**src/rtl/vx_fetch_ibuffer_if.sv**
```systemverilog
// Fetch -> ibuffer -> decode handshake bundle, plus the per-warp dequeue pulses fed back to fetch.
interface vx_fetch_ibuffer_if #(
    parameter int NUM_WARPS   = 4,
    parameter int NUM_THREADS = 4,
    parameter int PC_WIDTH    = 32,
    parameter int INSTR_WIDTH = 32,
    parameter int UUID_WIDTH  = 44
);
    localparam int WID_W = $clog2(NUM_WARPS);

    logic                   in_valid;
    logic [UUID_WIDTH-1:0]  in_uuid;
    logic [WID_W-1:0]       in_wid;
    logic [NUM_THREADS-1:0] in_tmask;
    logic [PC_WIDTH-1:0]    in_PC;
    logic [INSTR_WIDTH-1:0] in_instr;
    logic                   in_ready;

    logic                   out_valid;
    logic [UUID_WIDTH-1:0]  out_uuid;
    logic [WID_W-1:0]       out_wid;
    logic [NUM_THREADS-1:0] out_tmask;
    logic [PC_WIDTH-1:0]    out_PC;
    logic [INSTR_WIDTH-1:0] out_instr;
    logic                   out_ready;

    logic [NUM_WARPS-1:0]   ibuf_pop;

    modport master (
        output in_valid, in_uuid, in_wid, in_tmask, in_PC, in_instr, out_ready,
        input  in_ready, out_valid, out_uuid, out_wid, out_tmask, out_PC, out_instr, ibuf_pop
    );

    modport slave (
        input  in_valid, in_uuid, in_wid, in_tmask, in_PC, in_instr, out_ready,
        output in_ready, out_valid, out_uuid, out_wid, out_tmask, out_PC, out_instr, ibuf_pop
    );
endinterface

```
**src/rtl/vx_fetch_ibuffer.sv**
```systemverilog
// Per-warp instruction FIFOs between fetch and decode, drained one entry per cycle round-robin.
module vx_fetch_ibuffer #(
    parameter int NUM_WARPS   = 4,
    parameter int NUM_THREADS = 4,
    parameter int IBUF_SIZE   = 4,
    parameter int PC_WIDTH    = 32,
    parameter int INSTR_WIDTH = 32,
    parameter int UUID_WIDTH  = 44
) (
    input  logic             clk,
    input  logic             reset,
    vx_fetch_ibuffer_if.slave bus
);
    localparam int WID_W = $clog2(NUM_WARPS);
    localparam int PTR_W = $clog2(IBUF_SIZE);
    localparam int CNT_W = $clog2(IBUF_SIZE + 1);

    typedef struct packed {
        logic [UUID_WIDTH-1:0]  uuid;
        logic [NUM_THREADS-1:0] tmask;
        logic [PC_WIDTH-1:0]    pc;
        logic [INSTR_WIDTH-1:0] instr;
    } entry_t;

    entry_t                              in_ent;
    entry_t [NUM_WARPS-1:0]              head;
    logic   [NUM_WARPS-1:0][CNT_W-1:0]   cnt;
    logic   [NUM_WARPS-1:0]              cand;
    logic   [NUM_WARPS-1:0]              pop_oh;
    logic   [WID_W-1:0]                  rr_last_q, rr_last_d, grant, arb_idx;
    logic                                arb_found;
    logic                                push, pop;

    assign in_ent = '{uuid: bus.in_uuid, tmask: bus.in_tmask, pc: bus.in_PC, instr: bus.in_instr};

    // Full check uses only registered counts, so in_ready never depends on out_ready.
    assign bus.in_ready = (cnt[bus.in_wid] != CNT_W'(IBUF_SIZE));
    assign push         = bus.in_valid & bus.in_ready;
    assign pop          = bus.out_valid & bus.out_ready;

    for (genvar w = 0; w < NUM_WARPS; w++) begin : g_warp
        logic [PTR_W-1:0] wr_ptr_q, rd_ptr_q;
        logic [CNT_W-1:0] count_q;
        entry_t           mem_q [IBUF_SIZE];
        logic             push_w, pop_w;

        assign push_w = push && (bus.in_wid == WID_W'(w));
        assign pop_w  = pop && (grant == WID_W'(w));

        always_ff @(posedge clk or posedge reset) begin
            if (reset) begin
                wr_ptr_q <= '0;
                rd_ptr_q <= '0;
                count_q  <= '0;
                for (int i = 0; i < IBUF_SIZE; i++) mem_q[i] <= '0;
            end else begin
                if (push_w) begin
                    mem_q[wr_ptr_q] <= in_ent;
                    wr_ptr_q        <= wr_ptr_q + 1'b1;
                end
                if (pop_w) rd_ptr_q <= rd_ptr_q + 1'b1;
                if (push_w != pop_w) count_q <= push_w ? count_q + 1'b1 : count_q - 1'b1;
            end
        end

        assign cnt[w]    = count_q;
        assign cand[w]   = (count_q != '0);
        assign head[w]   = mem_q[rd_ptr_q];
        assign pop_oh[w] = pop_w;
    end

    // First non-empty warp after the last granted one, wrapping.
    always_comb begin
        grant     = '0;
        arb_idx   = '0;
        arb_found = 1'b0;
        for (int i = 1; i <= NUM_WARPS; i++) begin
            arb_idx = WID_W'((int'(rr_last_q) + i) % NUM_WARPS);
            if (!arb_found && cand[arb_idx]) begin
                grant     = arb_idx;
                arb_found = 1'b1;
            end
        end
    end

    assign rr_last_d = pop ? grant : rr_last_q;

    always_ff @(posedge clk or posedge reset) begin
        if (reset) rr_last_q <= WID_W'(NUM_WARPS - 1);
        else       rr_last_q <= rr_last_d;
    end

    assign bus.out_valid = |cand;
    assign bus.out_wid   = grant;
    assign bus.out_uuid  = head[grant].uuid;
    assign bus.out_tmask = head[grant].tmask;
    assign bus.out_PC    = head[grant].pc;
    assign bus.out_instr = head[grant].instr;
    assign bus.ibuf_pop  = pop_oh;
endmodule
```
**src/flat_wrapper.sv**
```systemverilog
// flat-port wrapper written by rule: the top's interface ports become plain ports
module vx_fetch_ibuffer_flat 
#(
    parameter int NUM_WARPS   = 4,
    parameter int NUM_THREADS = 4,
    parameter int IBUF_SIZE   = 4,
    parameter int PC_WIDTH    = 32,
    parameter int INSTR_WIDTH = 32,
    parameter int UUID_WIDTH  = 44
)
  (clk, reset, bus_in_valid, bus_in_uuid, bus_in_wid, bus_in_tmask, bus_in_PC, bus_in_instr, bus_out_ready, bus_in_ready, bus_out_valid, bus_out_uuid, bus_out_wid, bus_out_tmask, bus_out_PC, bus_out_instr, bus_ibuf_pop);
  vx_fetch_ibuffer_if #(.NUM_WARPS(NUM_WARPS), .NUM_THREADS(NUM_THREADS), .PC_WIDTH(PC_WIDTH), .INSTR_WIDTH(INSTR_WIDTH), .UUID_WIDTH(UUID_WIDTH)) bus_i ();
  input  logic clk;
  input  logic reset;
  input wire logic [$bits(bus_i.in_valid)-1:0] bus_in_valid;
  input wire logic [$bits(bus_i.in_uuid)-1:0] bus_in_uuid;
  input wire logic [$bits(bus_i.in_wid)-1:0] bus_in_wid;
  input wire logic [$bits(bus_i.in_tmask)-1:0] bus_in_tmask;
  input wire logic [$bits(bus_i.in_PC)-1:0] bus_in_PC;
  input wire logic [$bits(bus_i.in_instr)-1:0] bus_in_instr;
  input wire logic [$bits(bus_i.out_ready)-1:0] bus_out_ready;
  output wire logic [$bits(bus_i.in_ready)-1:0] bus_in_ready;
  output wire logic [$bits(bus_i.out_valid)-1:0] bus_out_valid;
  output wire logic [$bits(bus_i.out_uuid)-1:0] bus_out_uuid;
  output wire logic [$bits(bus_i.out_wid)-1:0] bus_out_wid;
  output wire logic [$bits(bus_i.out_tmask)-1:0] bus_out_tmask;
  output wire logic [$bits(bus_i.out_PC)-1:0] bus_out_PC;
  output wire logic [$bits(bus_i.out_instr)-1:0] bus_out_instr;
  output wire logic [$bits(bus_i.ibuf_pop)-1:0] bus_ibuf_pop;
  assign bus_i.in_valid = bus_in_valid;
  assign bus_i.in_uuid = bus_in_uuid;
  assign bus_i.in_wid = bus_in_wid;
  assign bus_i.in_tmask = bus_in_tmask;
  assign bus_i.in_PC = bus_in_PC;
  assign bus_i.in_instr = bus_in_instr;
  assign bus_i.out_ready = bus_out_ready;
  assign bus_in_ready = bus_i.in_ready;
  assign bus_out_valid = bus_i.out_valid;
  assign bus_out_uuid = bus_i.out_uuid;
  assign bus_out_wid = bus_i.out_wid;
  assign bus_out_tmask = bus_i.out_tmask;
  assign bus_out_PC = bus_i.out_PC;
  assign bus_out_instr = bus_i.out_instr;
  assign bus_ibuf_pop = bus_i.ibuf_pop;
  vx_fetch_ibuffer #(.NUM_WARPS(NUM_WARPS), .NUM_THREADS(NUM_THREADS), .IBUF_SIZE(IBUF_SIZE), .PC_WIDTH(PC_WIDTH), .INSTR_WIDTH(INSTR_WIDTH), .UUID_WIDTH(UUID_WIDTH)) u_core (.clk(clk), .reset(reset), .bus(bus_i));
endmodule
```
**config.mk**
```make
export PLATFORM = sky130hd
export DESIGN_NAME = vx_fetch_ibuffer_flat
export DESIGN_NICKNAME = d
export VERILOG_FILES = /design/src/rtl/vx_fetch_ibuffer_if.sv /design/src/rtl/vx_fetch_ibuffer.sv /design/src/flat_wrapper.sv
export SDC_FILE = /design/constraint.sdc
export NUM_CORES = 2
export LEC_CHECK = 0
export BUFFER_PORTS_ARGS = -buffer_cell sky130_fd_sc_hd__buf_2
export CORE_UTILIZATION = 30
export DETAILED_ROUTE_END_ITERATION = 7
export SLEW_MARGIN = 5
export SYNTH_ARGS = -nofsm -noshare
export SYNTH_HDL_FRONTEND = slang
export SYNTH_SLANG_ARGS = --single-unit
```
**constraint.sdc**
```tcl
create_clock -name clk -period 68.9 [get_ports clk]
set_input_delay 10.335 -clock clk [delete_from_list [all_inputs] [get_ports clk]]
set_output_delay 10.335 -clock clk [all_outputs]
set_load 0.02 [all_outputs]
```
==> run_results.csv <==
group,metric,value,unit
power,power,5180,uW
power,p_leak,0.0403,uW
cells_and_area,syn_to_final_growth,13.9,%
floorplanning,top_level_ports,238,
power,seqPwrFrac,36.2,%
power,p_sw,1880,uW
min_path,hold_depth,1,
sta,slew_violations,0,
route,final_antenna_net_count,0,
setup_path,crit_fanout,5,
power,p_per_area,55.4,mW/mm2
setup_path,reg2regPathDepth,7,
clocking,cts-root-buf,"clkbuf_16",
synthesis,synth_edf_count,0,
setup_path,crit_required,58.57,ns
cells_and_area,layout.nets,5434,
placement,dp_slack,47.00,ns
setup_path,end_kind,"primary output",
synthesis,synth.distinct_cells,46,
sta,setup_violations,0,
min_path,holdPathEnd,"u_core.g_warp[1].mem_q[165]$_DFFE_PP0P_",
setup_path,r2r_slack,64.69,ns
sta,timing.slew.headroom,18.8,%
clocking,insertion_delay,0.84,ns
synthesis,async_flop_share,100,%
synthesis,post-synth-top-area-fraction,55.5,%
status,status,"complete, no violations",
sta,fin_crit,21.86,ns
placement,io_buffers,237,
flow_run,cap_violations,0,
sta,fin_crit_sh,31.7,%
clocking,clk_pin_slew_worst_paths,0.06,ns
clocking,cts_made_buffers,206,
min_path,hold_path.class,"reg -> reg",
synthesis,synth_area,0.0820,mm2
clocking,cts.sinks,1822,
route,first_pass_iters,7,
grt,overflow,0,
floorplanning,core,0.271,mm2
synthesis,netlist_top_cells_area,"dfrtp_1, mux2_2, mux4_2",
cells_and_area,final_cell_mix,"dfrtp_1, mux2_2, mux4_2",
sta,worst_hold_slack,0.497,ns
power,switching_share,36.3,%
grt,grt_pass1_wl,343000,um
placement,globalplace.congestion,0.706,
floorplanning,die_w,525,um
sta,max_freq,45.8,MHz
sta,rsz0062_at_grt,"no",
clocking,cts_resized,0,
route,wl_per_cell,25.3,um
setup_path,critPathKind,"in -> out",
clocking,cts.path.max_buffers,4,
cells_and_area,layout_commonest_cell,"dfrtp_1",
clocking,postCtsSetupBuffers,0,
route,remaining_drc_errors,0,
clocking,cts_tree,"done",
power,pwr-share-clk,21.4,%
setup_path,startpoint_type,"input pin",
grt,antenna_found_initial,67,
sta,tightest_slew,1.22,ns
cells_and_area,drive_gt1_share,53.5,%
route,first_iter_violations,2943,
sta,setup_ws,47.04,ns
synthesis,synth_area_per_cell,15.6,um2
route,post_drt_via_cell_ratio,5.17,
synthesis,ys_seq_elements,1822,
clocking,cts_max_level,4,
synthesis,synth-warning-count,0,
route,via_count,46700,
synthesis,ys_seq_area_share,55.6,%
setup_path,reg2reg_to,"u_core.g_warp[3].mem_q[106]$_DFFE_PP0P_",
setup_path,cp.arrival,11.52,ns
floorplanning,die-area,0.276,mm2
sta,hold_viol,0,
synthesis,syn_nets,5402,
power,max-vdd-ir-drop,0.0000757,V
grt,grt_max_degree,196,
floorplanning,die_y,525,um
setup_path,r2r-start,"u_core.g_warp[3].count_q[0]$_DFFE_PP0P_",
synthesis,syn_inst,5264,
placement,hpwl,123000,um
sta,fin_worst_skew,0.0663,ns
synthesis,synth_top_area_cell,"dfrtp_1",
grt,track_usage,16.5,%
power,power_frac_comb,42.4,%
power,p_int,3300,uW
sta,fin_tns_setup,0,ns
grt,grt_pass1_vias,50500,
floorplanning,rows,191,
floorplanning,initial_utilization,30.2,%
synthesis,ys.flop_type,"dfrtp_1",
clocking,cts_hold_buf,0,
min_path,holdCritStartpoint,"u_core.g_warp[1].mem_q[165]$_DFFE_PP0P_",
route,drt_wl_total,228000,um
worst max-delay path by stage:
stage / from / endpoint / depth (start not counted)
finish: bus_out_ready / bus_ibuf_pop[2] / 4
floorplan: reset / u_core.g_warp[0].count_q[0]$_DFFE_PP0P_ / 1
global placement: bus_out_ready / bus_ibuf_pop[2] / 4
detailed placement: bus_out_ready / bus_ibuf_pop[2] / 4
global route: bus_out_ready / bus_ibuf_pop[2] / 4
CTS: bus_out_ready / bus_ibuf_pop[2] / 4
cells by family after synthesis:
logic type | share of synthesized area, %
AO/OA/AOI/OAI | 1.98
XOR/XNOR | 0.265
adder cells (fa/ha/maj) | 0.342
buffers and inverters | 2.48
flip-flops | 55.6
multiplexers | 37.0
AND/OR/NAND/NOR | 2.32
layout make-up:
cell class	instances	area, um2
timing repair buffer	317	1920
clock inverter	67	826
tap	3570	4470
fill	25900	178000
inverter	18	82.6
sequential	1822	45600
clock buffer	300	5970
antenna	10	25.0
multi-input combinational	2931	34500
critical path: stages:
cell and delay [ns]:
buf_2 0.16, inv_1 0.10, nor3_4 0.58, buf_2 0.32
registers in the layout, indices dropped and copies added, names as in the netlist:
register and cells:
u_core.g_warp.count_q 12, u_core.g_warp.wr_ptr_q 8, u_core.g_warp.mem_q 1792, u_core.rr_last_q 2, u_core.g_warp.rd_ptr_q 8
synthesized netlist by cell type (9+ instances only):
library cell,number
and2_1,114
xnor2_1,16
inv_1,17
a31oi_1,112
buf_2,70
buf_1,22
mux2_2,1794
clkbuf_1,395
a211oi_1,112
nor2_1,9
mux4_2,449
dfrtp_1,1820
nand2_1,256
ha_1,16
power groups by stage:
| stage | combinational, uW | clock [uW] | sequential [uW] |
|---|---|---|---|
| global route | 2350 | 1180 | 1940 |
| floorplan | 1580 | 0 | 1800 |
| CTS | 2240 | 1140 | 1870 |
| finish | 2190 | 1110 | 1880 |
| detailed placement | 2230 | 0 | 1890 |
| global placement | 2200 | 0 | 1850 |
layer usage:
metal	up-vias	routed length, um	track usage, %	share of wire (%)
met5	-	275	0	0.12
met4	44	5290	4.10	2.3
met3	392	11000	3.04	4.8
met2	975	112000	27.7	49
met1	25700	99700	21.9	44
li1	19500	-	-	-
through the flow:
stage	area (um2)	util [%]	std cells
6_report	93500	34.5	9035
5_1_grt	93400	34.4	9028
4_1_cts	93400	34.4	9025
3_5_place_dp	86600	31.9	8658
3_3_place_gp	86600	31.9	8658
2_1_floorplan	82000	-	5264
No activity file was read; power rests on OpenSTA's default activity.
